<file path="src/rtl/rs_pkg.sv">
// Shared definitions for the RS(15,9) decoder over GF(2^4).
package rs_pkg;

  localparam int GF_M  = 4;
  localparam int RS_N  = 15;
  localparam int RS_K  = 9;
  localparam int RS_T  = 3;
  localparam int NSYND = 2 * RS_T;

  localparam logic [GF_M:0] GF_POLY = 5'b10011;

  typedef logic [GF_M-1:0] gf_elem_t;

  // Six packed syndromes, S1 sits in index 0 (lowest nibble).
  typedef gf_elem_t [NSYND-1:0] synd_arr_t;

  typedef enum logic {IDLE, ACC} synd_state_t;

  // alpha^i for i = 0..14, where alpha = x (4'h2).
  localparam gf_elem_t ALPHA_POW [0:RS_N-1] = '{
    4'h1, 4'h2, 4'h4, 4'h8, 4'h3, 4'h6, 4'hC, 4'hB,
    4'h5, 4'hA, 4'h7, 4'hE, 4'hF, 4'hD, 4'h9
  };

  // Shift-and-add product; each doubling of a is reduced by the low bits of the polynomial.
  function automatic gf_elem_t gf_mul(input gf_elem_t a, input gf_elem_t b);
    gf_elem_t acc;
    gf_elem_t sh;
    acc = '0;
    sh  = a;
    for (int i = 0; i < GF_M; i++) begin
      if (b[i]) acc = acc ^ sh;
      sh = {sh[GF_M-2:0], 1'b0} ^ (sh[GF_M-1] ? GF_POLY[GF_M-1:0] : '0);
    end
    return acc;
  endfunction

endpackage

</file>
<file path="src/rtl/gf16_mul.sv">
// Combinational GF(2^4) multiplier, p = a * b mod x^4+x+1.
module gf16_mul
  import rs_pkg::*;
(
  input  gf_elem_t a,
  input  gf_elem_t b,
  output gf_elem_t p
);

  // Pure product; constant b collapses to a few XORs after synthesis.
  always_comb begin
    p = gf_mul(a, b);
  end

endmodule

</file>
<file path="src/rtl/rs_syndrome_calc.sv">
// Serial Horner-rule syndrome calculator for RS(15,9): S_j = r(alpha^j), j = 1..6.
module rs_syndrome_calc
  import rs_pkg::*;
#(
  parameter int DATA_WIDTH = 4,
  parameter int N_SYM      = 15,
  parameter int NSYND      = 6,
  parameter logic [4:0] GF_POLY = 5'b10011
)
(
  input  logic                        clk,
  input  logic                        rst,
  input  logic                        en,
  input  logic                        sof,
  input  logic [DATA_WIDTH-1:0]       data_i,
  output logic                        busy,
  output logic                        rdy,
  output logic                        err,
  output logic [NSYND*DATA_WIDTH-1:0] data_o
);

  synd_state_t state_reg, state_next;
  logic [3:0]  cnt_reg;
  synd_arr_t   acc_reg;
  synd_arr_t   prod;
  synd_arr_t   final_synd;
  logic [NSYND*DATA_WIDTH-1:0] data_reg;
  logic        err_reg;
  logic        rdy_reg;

  logic start;
  logic step;
  logic last;

  // sof always (re)starts a block, even mid-block; plain en advances an open block.
  assign start = en && sof;
  assign step  = en && !sof && (state_reg == ACC);
  assign last  = step && (cnt_reg == 4'(N_SYM - 1));

  // One constant multiplier per syndrome: acc_j * alpha^j, then add the new symbol.
  generate
    for (genvar gi = 0; gi < NSYND; gi++) begin : g_mul
      gf16_mul u_mul (
        .a (acc_reg[gi]),
        .b (ALPHA_POW[gi+1]),
        .p (prod[gi])
      );
      assign final_synd[gi] = prod[gi] ^ data_i;
    end
  endgenerate

  // State register.
  always_ff @(posedge clk) begin
    if (rst) state_reg <= IDLE;
    else     state_reg <= state_next;
  end

  // Next-state logic.
  always_comb begin
    state_next = state_reg;
    case (state_reg)
      IDLE: if (start) state_next = ACC;
      ACC:  if (last)  state_next = IDLE;
      default: state_next = IDLE;
    endcase
  end

  // Output decode: busy while a block is being accumulated.
  always_comb begin
    busy = (state_reg == ACC);
  end

  // Accumulators and symbol counter.
  always_ff @(posedge clk) begin
    if (rst) begin
      acc_reg <= '0;
      cnt_reg <= '0;
    end else if (start) begin
      acc_reg <= {NSYND{data_i}};
      cnt_reg <= 4'd1;
    end else if (last) begin
      acc_reg <= final_synd;
      cnt_reg <= '0;
    end else if (step) begin
      acc_reg <= final_synd;
      cnt_reg <= cnt_reg + 4'd1;
    end
  end

  // Result register: captured on the 15th symbol, held until the next completed block.
  always_ff @(posedge clk) begin
    if (rst) begin
      data_reg <= '0;
      err_reg  <= 1'b0;
      rdy_reg  <= 1'b0;
    end else begin
      rdy_reg <= last;
      if (last) begin
        data_reg <= final_synd;
        err_reg  <= |final_synd;
      end
    end
  end

  assign data_o = data_reg;
  assign err    = err_reg;
  assign rdy    = rdy_reg;

endmodule

</file>
<file path="config.mk">
export PLATFORM = sky130hd
export DESIGN_NAME = rs_syndrome_calc
export DESIGN_NICKNAME = d
export VERILOG_FILES = /design/src/rtl/rs_pkg.sv /design/src/rtl/gf16_mul.sv /design/src/rtl/rs_syndrome_calc.sv
export SDC_FILE = /design/constraint.sdc
export NUM_CORES = 1
export LEC_CHECK = 0
export BUFFER_PORTS_ARGS = -buffer_cell sky130_fd_sc_hd__buf_2
export CAP_MARGIN = 30
export CORE_MARGIN = 2
export CORE_UTILIZATION = 53
export DETAILED_ROUTE_END_ITERATION = 10
export PLACE_DENSITY_LB_ADDON = 0.1
export SYNTH_ARGS = -nofsm -noshare
export SYNTH_HDL_FRONTEND = slang
export SYNTH_SLANG_ARGS = --single-unit
export TNS_END_PERCENT = 50
</file>
<file path="constraint.sdc">
create_clock -name clk -period 3.7 [get_ports clk]
set_input_delay 0.185 -clock clk [delete_from_list [all_inputs] [get_ports clk]]
set_output_delay 0.185 -clock clk [all_outputs]
set_load 0.02 [all_outputs]
</file>
==> out/qor.csv <==
stage,metric,value,unit
pwr,total_leakage_power,1.25,nW
logic_synthesis,ys_seq_elements,55,
timing,tns,0,ns
die,rows,27,
logic_synthesis,synthFlopType,dfxtp_1,
clock_tree,cts_buffer_depth,2,
clock_tree,htreeDepth,2,
job,max_cap_violations,0,
worst_setup_path,rrSetupSlack,1.34,ns
worst_setup_path,rr_endpoint,data_o[7],
die,die_y,79.4,µm
clock_tree,cts_setup_buffers,0,
cells_and_area,area_growth,6.82,%
grt,grt_overflow,0,
cells_and_area,final_cell_mix,"64 x nor2_1, 55 x dfxtp_1, 45 x nand2_1",
timing,fmax,424,MHz
die,start_util,54.6,%
logic_synthesis,yosys_warnings,0,
detailed_routing,drc,0,
logic_synthesis,synth.yosys.seq_area_share,36.6,%
die,die_area,6300,µm²
logic_synthesis,synthesis.nets,400,
timing,timing.slew.headroom,36.4,%
cells_and_area,drive_gt1_share,12.6,%
timing,hold_violations,0,
clock_tree,clockRootBuffer,clkbuf_8,
worst_setup_path,r2r_start,busy,
timing,setup_viol,0,
worst_setup_path,worstSetupStartpointType,flip-flop,
cells_and_area,final_nets,407,
detailed_routing,ant_nets,0,
worst_setup_path,cpMaxStageDelayCell,dfxtp_1,
worst_setup_path,critPathKind,reg -> reg,
placement,dpl.hpwl,4.96,mm
grt,track_usage,23.7,%
timing,drv_slew,0,
pwr,power.density,376,nW/µm²
cells_and_area,fillers,547,
placement,dp_slack,1.39,ns
die,core,5510,µm²
min_path,holdPathStages,2,
worst_setup_path,reg2reg_depth,5,
logic_synthesis,synthArstFlopShare,0,%
detailed_routing,viasPerCell,5.62,
detailed_routing,routedWlPerCell,15.1,µm
pwr,irDropWorstVdd,176,µV
grt,grt_max_degree,52,
timing,grt_setup_unrepaired,no,
die,die_x,79.4,µm
timing,finClkSkew,0.00564,ns
worst_setup_path,cp_max_fo,26,
outcome,status,"complete, no violations",
detailed_routing,wirelength,7.12,mm
clock_tree,cts.sinks,55,
worst_setup_path,crit_path_end_kind,flip-flop,
logic_synthesis,synth.distinct_cells,43,
timing,post-route-min-period,2.36,ns
timing,finalWorstSetupSlack,1.34,ns
worst_setup_path,worstPathCellList,"and3b_1, and4_1, buf_4, nor2_1, a211oi_1",
placement,gp_congestion,0.838,
grt,antenna_found_initial,0,
clock_tree,clkTransAtPathRegs,0.10,ns
clock_tree,hold_buffers,0,
cells_and_area,mostFrequentLayoutCell,nor2_1,
clock_tree,cts_resized,0,
worst_setup_path,cp.required,3.92,ns
placement,io_buffers,34,
die,boundaryPins,35,
clock_tree,cts_tree,done,
min_path,min_from,en,
logic_synthesis,synth_edf_count,0,
worst_setup_path,arrival,2.58,ns
detailed_routing,initialDrtViolationCount,160,
timing,timing.hold.ws,0.309,ns
logic_synthesis,synth_cells,390,
worst_setup_path,path_delay_family,simple AND/OR/NAND/NOR gates,
pwr,power,1.21,mW
min_path,hold_end,acc_reg[10],
timing,fin_crit_sh,63.7,%
detailed_routing,vias,2643,
cells_and_area,antenna_cells,0,
clock_tree,numCtsBuffers,5,
grt,grt_pass1_vias,2357,
logic_synthesis,netlist_area,3010,µm²
clock_tree,clk_latency,0.31,ns
worst_setup_path,critPathBufInv,1,
worst_setup_path,crit_path_max_incr_delay,0.70,ns
logic_synthesis,avgSynthCellArea,7.72,µm²
detailed_routing,drt-pass1-iter-count,4,
grt,grt_pass1_wl,11.7,mm
min_path,hold_path_class,in -> reg,
timing,worst_pin_slew,0.955,ns
layout make-up:
cell class | count | area (µm²) | share of cell area [%]
Timing Repair Buffer | 35 | 178 | 5.53
Clock inverter | 3 | 20.0 | 0.623
Multi-Input combinational cell | 295 | 1740 | 54.1
Tap cell | 72 | 90.1 | 2.80
Inverter | 5 | 18.8 | 0.584
Clock buffer | 5 | 68.8 | 2.14
Sequential cell | 55 | 1100 | 34.3
routing by layer:
metal	vias to the layer above	track usage (%)	part of all wire, %
met1	1247	34.4	49
met4	0	5.17	0.41
met3	2	3.52	3.9
li1	1341	-	-
met2	53	37.4	46
met5	-	0	0
synth_stat cells (8+ instances only):
cell | instances | share of area, %
clkbuf_1 | 24 | 3.0
o21ai_0 | 15 | 2.5
a211oi_1 | 25 | 6.2
nor2_1 | 64 | 8.0
xnor2_1 | 24 | 7.0
nor3_1 | 8 | 1.3
nand2_1 | 45 | 5.6
buf_2 | 9 | 1.5
a22oi_1 | 8 | 2.0
a21oi_1 | 40 | 6.7
xor2_1 | 20 | 5.8
dfxtp_1 | 55 | 37
per-stage QoR:
step / area, µm² / cells / util, %
global placement: 3130 / 462 / 56.8
floorplan: 3010 / 390 / -
global route: 3210 / 470 / 58.4
CTS: 3210 / 470 / 58.4
detailed placement: 3130 / 462 / 56.8
finish: 3210 / 470 / 58.4
worst max-delay path by stage:
stage	startpoint	end	slack [ns]	cells past startpoint
after floorplan	busy	data_o[13]	1.97	8
after global placement	busy	err	1.47	4
after detailed placement	busy	data_o[7]	1.39	5
after CTS	busy	data_o[7]	1.37	5
after global routing	busy	data_o[4]	1.14	5
final	busy	data_o[7]	1.34	5
logic make-up after synthesis:
| group | share of synthesized area (%) |
|---|---|
| AND/OR/NAND/NOR | 20.7 |
| AO/OA/AOI/OAI | 20.9 |
| buffers and inverters | 5.65 |
| adder cells (fa/ha/maj) | 0.831 |
| multiplexers | 2.00 |
| XOR/XNOR | 13.3 |
| flip-flops | 36.6 |
power by group:
part / internal (mW) / leakage (nW) / switching (mW)
registers: 0.612 / 0.447 / 0.0373
clock network: 0.132 / 0.0402 / 0.204
logic: 0.0886 / 0.760 / 0.135
Note: power is estimated with default switching activity, not from simulation.
